File: src/rtl/mem_sched_pkg.sv
// Shared types for the wide/narrow starvation-avoidance scheduler.
// Owner encoding is visible on the top-level owner_o port.
package mem_sched_pkg;

  localparam int DefCntWidth = 8;

  typedef enum logic [1:0] {
    OwnNarrow = 2'd0,
    OwnWide   = 2'd1,
    OwnExt    = 2'd2
  } owner_e;

  typedef enum logic {
    Open      = 1'b0,
    NarrowWin = 1'b1
  } sched_state_e;

endpackage

File: src/rtl/mem_sched_sat_ctr.sv
// Saturating up-counter with clear, load and enable; clr > load > en.
// Latency: value updates on the next clk_i edge. No backpressure.
// Holds at all-ones rather than wrapping.
module mem_sched_sat_ctr #(
  parameter int Width = 8
) (
  input  logic             clk_i,
  input  logic             rst_i,
  input  logic             clr_i,
  input  logic             en_i,
  input  logic             load_i,
  input  logic [Width-1:0] load_val_i,
  output logic [Width-1:0] cnt_o
);

  always_ff @(posedge clk_i) begin
    if (rst_i) begin
      cnt_o <= '0;
    end else if (clr_i) begin
      cnt_o <= '0;
    end else if (load_i) begin
      cnt_o <= load_val_i;
    end else if (en_i && (cnt_o != '1)) begin
      cnt_o <= cnt_o + 1'b1;
    end
  end

endmodule

File: src/rtl/mem_wide_narrow_sched.sv
// Gates wide/ext valids ahead of the wide/narrow mux so narrow ports get windows and ext gets boosted.
// Latency: 0 (valid gating is combinational from registered state). Backpressure: ready passes through, masked by gated valid.
// Optional stats ports when MEM_WIDE_NARROW_SCHED_STATS_EN is defined.
module mem_wide_narrow_sched
  import mem_sched_pkg::*;
#(
  parameter int NrPorts      = 4,
  parameter int MaxWideRun   = 16,
  parameter int NarrowWindow = 4,
  parameter int MaxExtWait   = 8,
  parameter int CntWidth     = DefCntWidth
) (
  input  logic               clk_i,
  input  logic               rst_i,
  input  logic               wide_valid_i,
  output logic               wide_ready_o,
  output logic               wide_valid_o,
  input  logic               wide_ready_i,
  input  logic               ext_valid_i,
  output logic               ext_ready_o,
  output logic               ext_valid_o,
  input  logic               ext_ready_i,
  input  logic [NrPorts-1:0] narrow_valid_i,
  output owner_e             owner_o
`ifdef MEM_WIDE_NARROW_SCHED_STATS_EN
  ,
  output logic [31:0]        stat_throttle_o,
  output logic [31:0]        stat_boost_o
`endif
);

  localparam logic [CntWidth-1:0] RunLast  = CntWidth'(MaxWideRun - 1);
  localparam logic [CntWidth-1:0] WinLast  = CntWidth'(NarrowWindow - 1);
  localparam logic [CntWidth-1:0] WaitLast = CntWidth'(MaxExtWait - 1);
  localparam logic [CntWidth-1:0] WinLen   = CntWidth'(NarrowWindow);

  sched_state_e        state;
  logic                boost;
  logic [CntWidth-1:0] run_cnt, win_cnt, wait_cnt;
  logic                in_win, mask_wide, mask_ext, narrow_pend;
  logic                wide_beat, ext_beat, beat, wait_inc;
  logic                enter_win, exit_win, boost_set;

  assign in_win       = (state == NarrowWin);
  assign mask_wide    = in_win | (boost & ext_valid_i);
  assign mask_ext     = in_win;
  assign wide_valid_o = wide_valid_i & ~mask_wide;
  assign ext_valid_o  = ext_valid_i & ~mask_ext;
  assign wide_ready_o = wide_ready_i & wide_valid_o;
  assign ext_ready_o  = ext_ready_i & ext_valid_o;

  assign narrow_pend = |narrow_valid_i;
  assign wide_beat   = wide_valid_o & wide_ready_i;
  assign ext_beat    = ext_valid_o & ext_ready_i;
  assign beat        = wide_beat | ext_beat;
  // Both valids are masked in the window, so wait_inc and ext_beat are 0 there: boost/wait freeze.
  assign wait_inc    = ext_valid_i & wide_valid_o;

  assign enter_win = (MaxWideRun != 0) && !in_win && beat && narrow_pend && (run_cnt == RunLast);
  assign exit_win  = in_win && (!narrow_pend || (win_cnt == WinLast));
  assign boost_set = (MaxExtWait != 0) && !in_win && wait_inc && (wait_cnt == WaitLast);

  always_comb begin
    owner_o = OwnNarrow;
    if (wide_beat)     owner_o = OwnWide;
    else if (ext_beat) owner_o = OwnExt;
  end

  always_ff @(posedge clk_i) begin
    if (rst_i) begin
      state <= Open;
      boost <= 1'b0;
    end else begin
      case (state)
        Open:      if (enter_win) state <= NarrowWin;
        NarrowWin: if (exit_win)  state <= Open;
        default:   state <= Open;
      endcase
      if (ext_beat)       boost <= 1'b0;
      else if (boost_set) boost <= 1'b1;
    end
  end

  // run_cnt has no beats inside the window, so it reads 0 on every exit.
  mem_sched_sat_ctr #(.Width(CntWidth)) u_run_cnt (
    .clk_i      (clk_i),
    .rst_i      (rst_i),
    .clr_i      (!(beat && narrow_pend)),
    .en_i       (beat && narrow_pend),
    .load_i     (1'b0),
    .load_val_i ('0),
    .cnt_o      (run_cnt)
  );

  mem_sched_sat_ctr #(.Width(CntWidth)) u_win_cnt (
    .clk_i      (clk_i),
    .rst_i      (rst_i),
    .clr_i      (!in_win),
    .en_i       (in_win),
    .load_i     (1'b0),
    .load_val_i ('0),
    .cnt_o      (win_cnt)
  );

  mem_sched_sat_ctr #(.Width(CntWidth)) u_wait_cnt (
    .clk_i      (clk_i),
    .rst_i      (rst_i),
    .clr_i      (!in_win && (ext_beat || !ext_valid_i)),
    .en_i       (wait_inc),
    .load_i     (1'b0),
    .load_val_i ('0),
    .cnt_o      (wait_cnt)
  );

`ifdef MEM_WIDE_NARROW_SCHED_STATS_EN
  mem_sched_sat_ctr #(.Width(32)) u_stat_throttle (
    .clk_i      (clk_i),
    .rst_i      (rst_i),
    .clr_i      (1'b0),
    .en_i       (enter_win),
    .load_i     (1'b0),
    .load_val_i ('0),
    .cnt_o      (stat_throttle_o)
  );

  mem_sched_sat_ctr #(.Width(32)) u_stat_boost (
    .clk_i      (clk_i),
    .rst_i      (rst_i),
    .clr_i      (1'b0),
    .en_i       (boost && ext_beat),
    .load_i     (1'b0),
    .load_val_i ('0),
    .cnt_o      (stat_boost_o)
  );
`endif

`ifndef SYNTHESIS
  a_wide_grant: assert property (@(posedge clk_i) disable iff (rst_i)
    wide_valid_o |-> wide_ready_i);
  a_no_wide_in_win: assert property (@(posedge clk_i) disable iff (rst_i)
    !(wide_valid_o && in_win));
  a_win_len: assert property (@(posedge clk_i) disable iff (rst_i)
    in_win |-> (win_cnt < WinLen));
`endif

endmodule

File: config.mk
export PLATFORM = sky130hd
export DESIGN_NAME = mem_wide_narrow_sched
export DESIGN_NICKNAME = d
export VERILOG_FILES = /design/src/rtl/mem_sched_pkg.sv /design/src/rtl/mem_sched_sat_ctr.sv /design/src/rtl/mem_wide_narrow_sched.sv
export SDC_FILE = /design/constraint.sdc
export NUM_CORES = 1
export LEC_CHECK = 0
export ABC_AREA = 1
export CAP_MARGIN = 25
export CORE_UTILIZATION = 50
export DETAILED_ROUTE_END_ITERATION = 8
export PLACE_DENSITY = 0.71
export SLEW_MARGIN = 30
export SYNTH_ARGS = -nofsm -noshare
export SYNTH_HDL_FRONTEND = slang
export SYNTH_SLANG_ARGS = --single-unit
File: constraint.sdc
create_clock -name clk_i -period 2.8 [get_ports clk_i]
set_input_delay 0.84 -clock clk_i [delete_from_list [all_inputs] [get_ports clk_i]]
set_output_delay 0.84 -clock clk_i [all_outputs]
set_load 0.005 [all_outputs]
==> results.py <==
metrics = {
    "global_routing": {
        "grtUsageTotal_pct": 20.88,
        "grt_start_max_net_pins": 15,
        "overflow": 0,
        "grt_pass1_vias": 1272,
        "antenna_found_initial": 0,
        "grt_first_pass_wirelength_um": 5547,
    },
    "power": {
        "finalPower_uw": 636.0,
        "p_leak_uw": 0.0008001,
        "powerDensity_nw_per_um2": 341.6,
        "irDropWorstVdd_uv": 237.1,
    },
    "logic_synthesis": {
        "syn_area_per_cell_um2": 6.680,
        "synth_area_um2": 1577,
        "synth-compound-area-share_pct": 12.62,
        "ys_warn_count": 0,
        "synth_cell_types": 29,
        "synth-main-ff-cell": "dfxtp_1",
        "ys_async_sr_fraction_pct": 0,
        "yosysTopAreaCellShare_pct": 33.02,
        "ys_ff_latch": 26,
        "seq_area_frac_synth_pct": 33.02,
        "synth_area_leaders": "dfxtp_1 33%, nand2_1 13%, inv_1 7.4%",
        "synth_top_family_by_area": "simple AND/OR/NAND/NOR gates",
        "synthAdderAreaFrac_pct": 2.381,
        "synth_top_area_cell": "dfxtp_1",
        "synth_edf_count": 0,
        "synth_nets": 249,
        "synth.area.mux_share_pct": 0,
        "synth_cells": 236,
        "synthXorXnorAreaFrac_pct": 3.333,
        "synthSimpleGateAreaFrac_pct": 38.89,
    },
    "status": {
        "outcome": "complete, no violations",
    },
    "clock_network": {
        "htreeDepth": 1,
        "clock_latency_ns": 0.32,
        "cts_buffers": 3,
        "clk_pin_slew_ns": 0.14,
        "cts_buffer_depth": 2,
        "cts_tree": "yes",
        "root_buffer": "clkbuf_4",
        "cts.sinks": 26,
    },
    "finish": {
        "final_cell_mix": "53 x nand2_1, 30 x inv_1, 26 x dfxtp_1, 23 x nor2_1, 18 x nand3_1",
        "drive_gt1_share_pct": 15.71,
        "fin_nets": 275,
        "final_common_cell": "nand2_1",
        "syn2layout_area_growth_pct": 18.10,
        "diodes": 0,
    },
    "floorplan": {
        "die_w_um": 58.15,
        "core-area_um2": 3028,
        "dieHeight_um": 58.15,
        "io_pins": 16,
        "rows": 20,
        "die-area_um2": 3381,
        "start_util_pct": 52.07,
    },
    "timing": {
        "worstMarginPinSlew_ns": 0.4203,
        "fin_crit_ns": 2.743,
        "skew_ns": 0.003563,
        "fin_hold_ws_ns": 0.4936,
        "fmax_ghz": 0.3646,
        "finalCritPeriodShare_pct": 97.96,
        "slew_viol_final": 0,
        "relSlewSlack_pct": 71.89,
        "finalSetupTns_ns": 0,
        "finalSetupViolCount": 0,
        "rsz0062_at_grt": "false",
        "finalHoldViolations": 0,
    },
    "place": {
        "port_buffers": 15,
        "gp_congestion": 0.8628,
        "place_hpwl_um": 2486,
    },
    "worst_setup_path": {
        "slowest_delay_ns": 0.48,
        "cp.required_ns": 1.96,
        "worstPathCellList": "dlygate4sd2_1, nand2_2, buf_4, nand3_2, inv_1, clkdlybuf4s50_1",
        "worst-path-max-fanout": 3,
        "r2r.worst_path.cells": 8,
        "crit_arrival_ns": 1.90,
        "endpoint_kind": "primary output",
        "cp_slowest_cell": "clkdlybuf4s50_1",
        "start_kind": "primary input",
        "crit_type": "in2out",
    },
    "routing": {
        "route.detailed.wl_per_inst_um": 10.71,
        "drc_errors": 0,
        "avgViaCountPerCell": 4.941,
        "drtPass1Iterations": 4,
        "dr.first_iter.drc_count": 101,
        "vias": 1507,
        "wl_um": 3267,
        "antenna_left": 0,
    },
    "hold_path": {
        "hold_class": "reg2reg",
        "holdPathStages": 2,
    },
    "flow_run": {
        "drv_cap": 0,
    },
}
-- worst paths after layout --
path	from	end	slack, ns
max	ext_valid_i	wide_valid_o	0.06
min	u_run_cnt.cnt_o[5]	u_run_cnt.cnt_o[5]	0.49
max reg2reg	u_run_cnt.cnt_o[0]	u_run_cnt.cnt_o[7]	1.20
min reg2reg	u_run_cnt.cnt_o[5]	u_run_cnt.cnt_o[5]	0.49
-- final cells by class --
class / count / area (um2)
clock buffer: 4 / 36.28
sequential: 26 / 520.5
fill: 309 / 1166
timing repair buffer: 22 / 198.9
inverter: 39 / 146.4
tap: 44 / 55.05
multi-input combinational: 170 / 904.6
-- where the power goes --
part | internal (uW) | switching, uW | leakage, uW
combinational | 33.1 | 34.4 | 0.000569
sequential | 373 | 3.45 | 0.000210
clock | 79.6 | 113 | 0.0000210
total | 485 | 151 | 0.000800
-- synthesized netlist by cell type, types with 2 or more instances --
cell type and number:
a21oi_1 17, a31oi_1 2, dfxtp_1 26, ha_1 3, inv_1 31, inv_2 8
nand2_1 54, nand2_2 7, nand3_1 18, nand3b_1 2, nand4_1 11, nand4_2 2
nor2_1 23, nor2_2 4, nor3_1 5, o211ai_1 2, o21ai_0 5, xnor2_1 3
xor2_1 3
-- metal layers --
layer	up-vias	track usage [%]	wire (um)	part of all wire (%)
met3	2	6.250	151	4.6
met2	24	33.66	1481	45
met4	0	3.741	16	0.49
met1	665	27.87	1618	50
met5	-	0	0	0
li1	816	-	-	-
-- repair_timing --
action,4_1_cts,5_1_grt
hold buffers,0,0
setup buffers,0,0
gates resized for setup,6,2
hold endpoints to repair,0,0
endpoints found under the setup margin,6,2
pin swaps,1,0
-- sequential cells by signal, summed over array words and instances (netlist names) --
signal            count
u_run_cnt.cnt_o       8
u_wait_cnt.cnt_o      8
u_win_cnt.cnt_o       8
boost                 1
in_win                1
-- worst max-delay path: cells and delay by family --
kind          cells  cell delay, ns
simple gates      2            0.14
buf+inv           4            0.91
-- cell families after synthesis --
logic type,Yosys count
AOI/OAI and AO/OA,32
xor gates and xnor gates,6
adders and majority gates,3
buffers and inverters,40
DFF,26
and+or+nand+nor,129
-- metrics by stage --
step                      worst slack [ns]  area (um2)  utilization, %  std cells
after floorplan                     0.6432        1577               -        236
after global placement             -0.3010        1827           60.33        301
after detailed placement           -0.3005        1827           60.33        301
after CTS                          -0.1024        1857           61.32        305
after global routing               0.02066        1862           61.49        305
final                              0.05706        1862           61.49        305
Power figures use the tool's default switching activity.
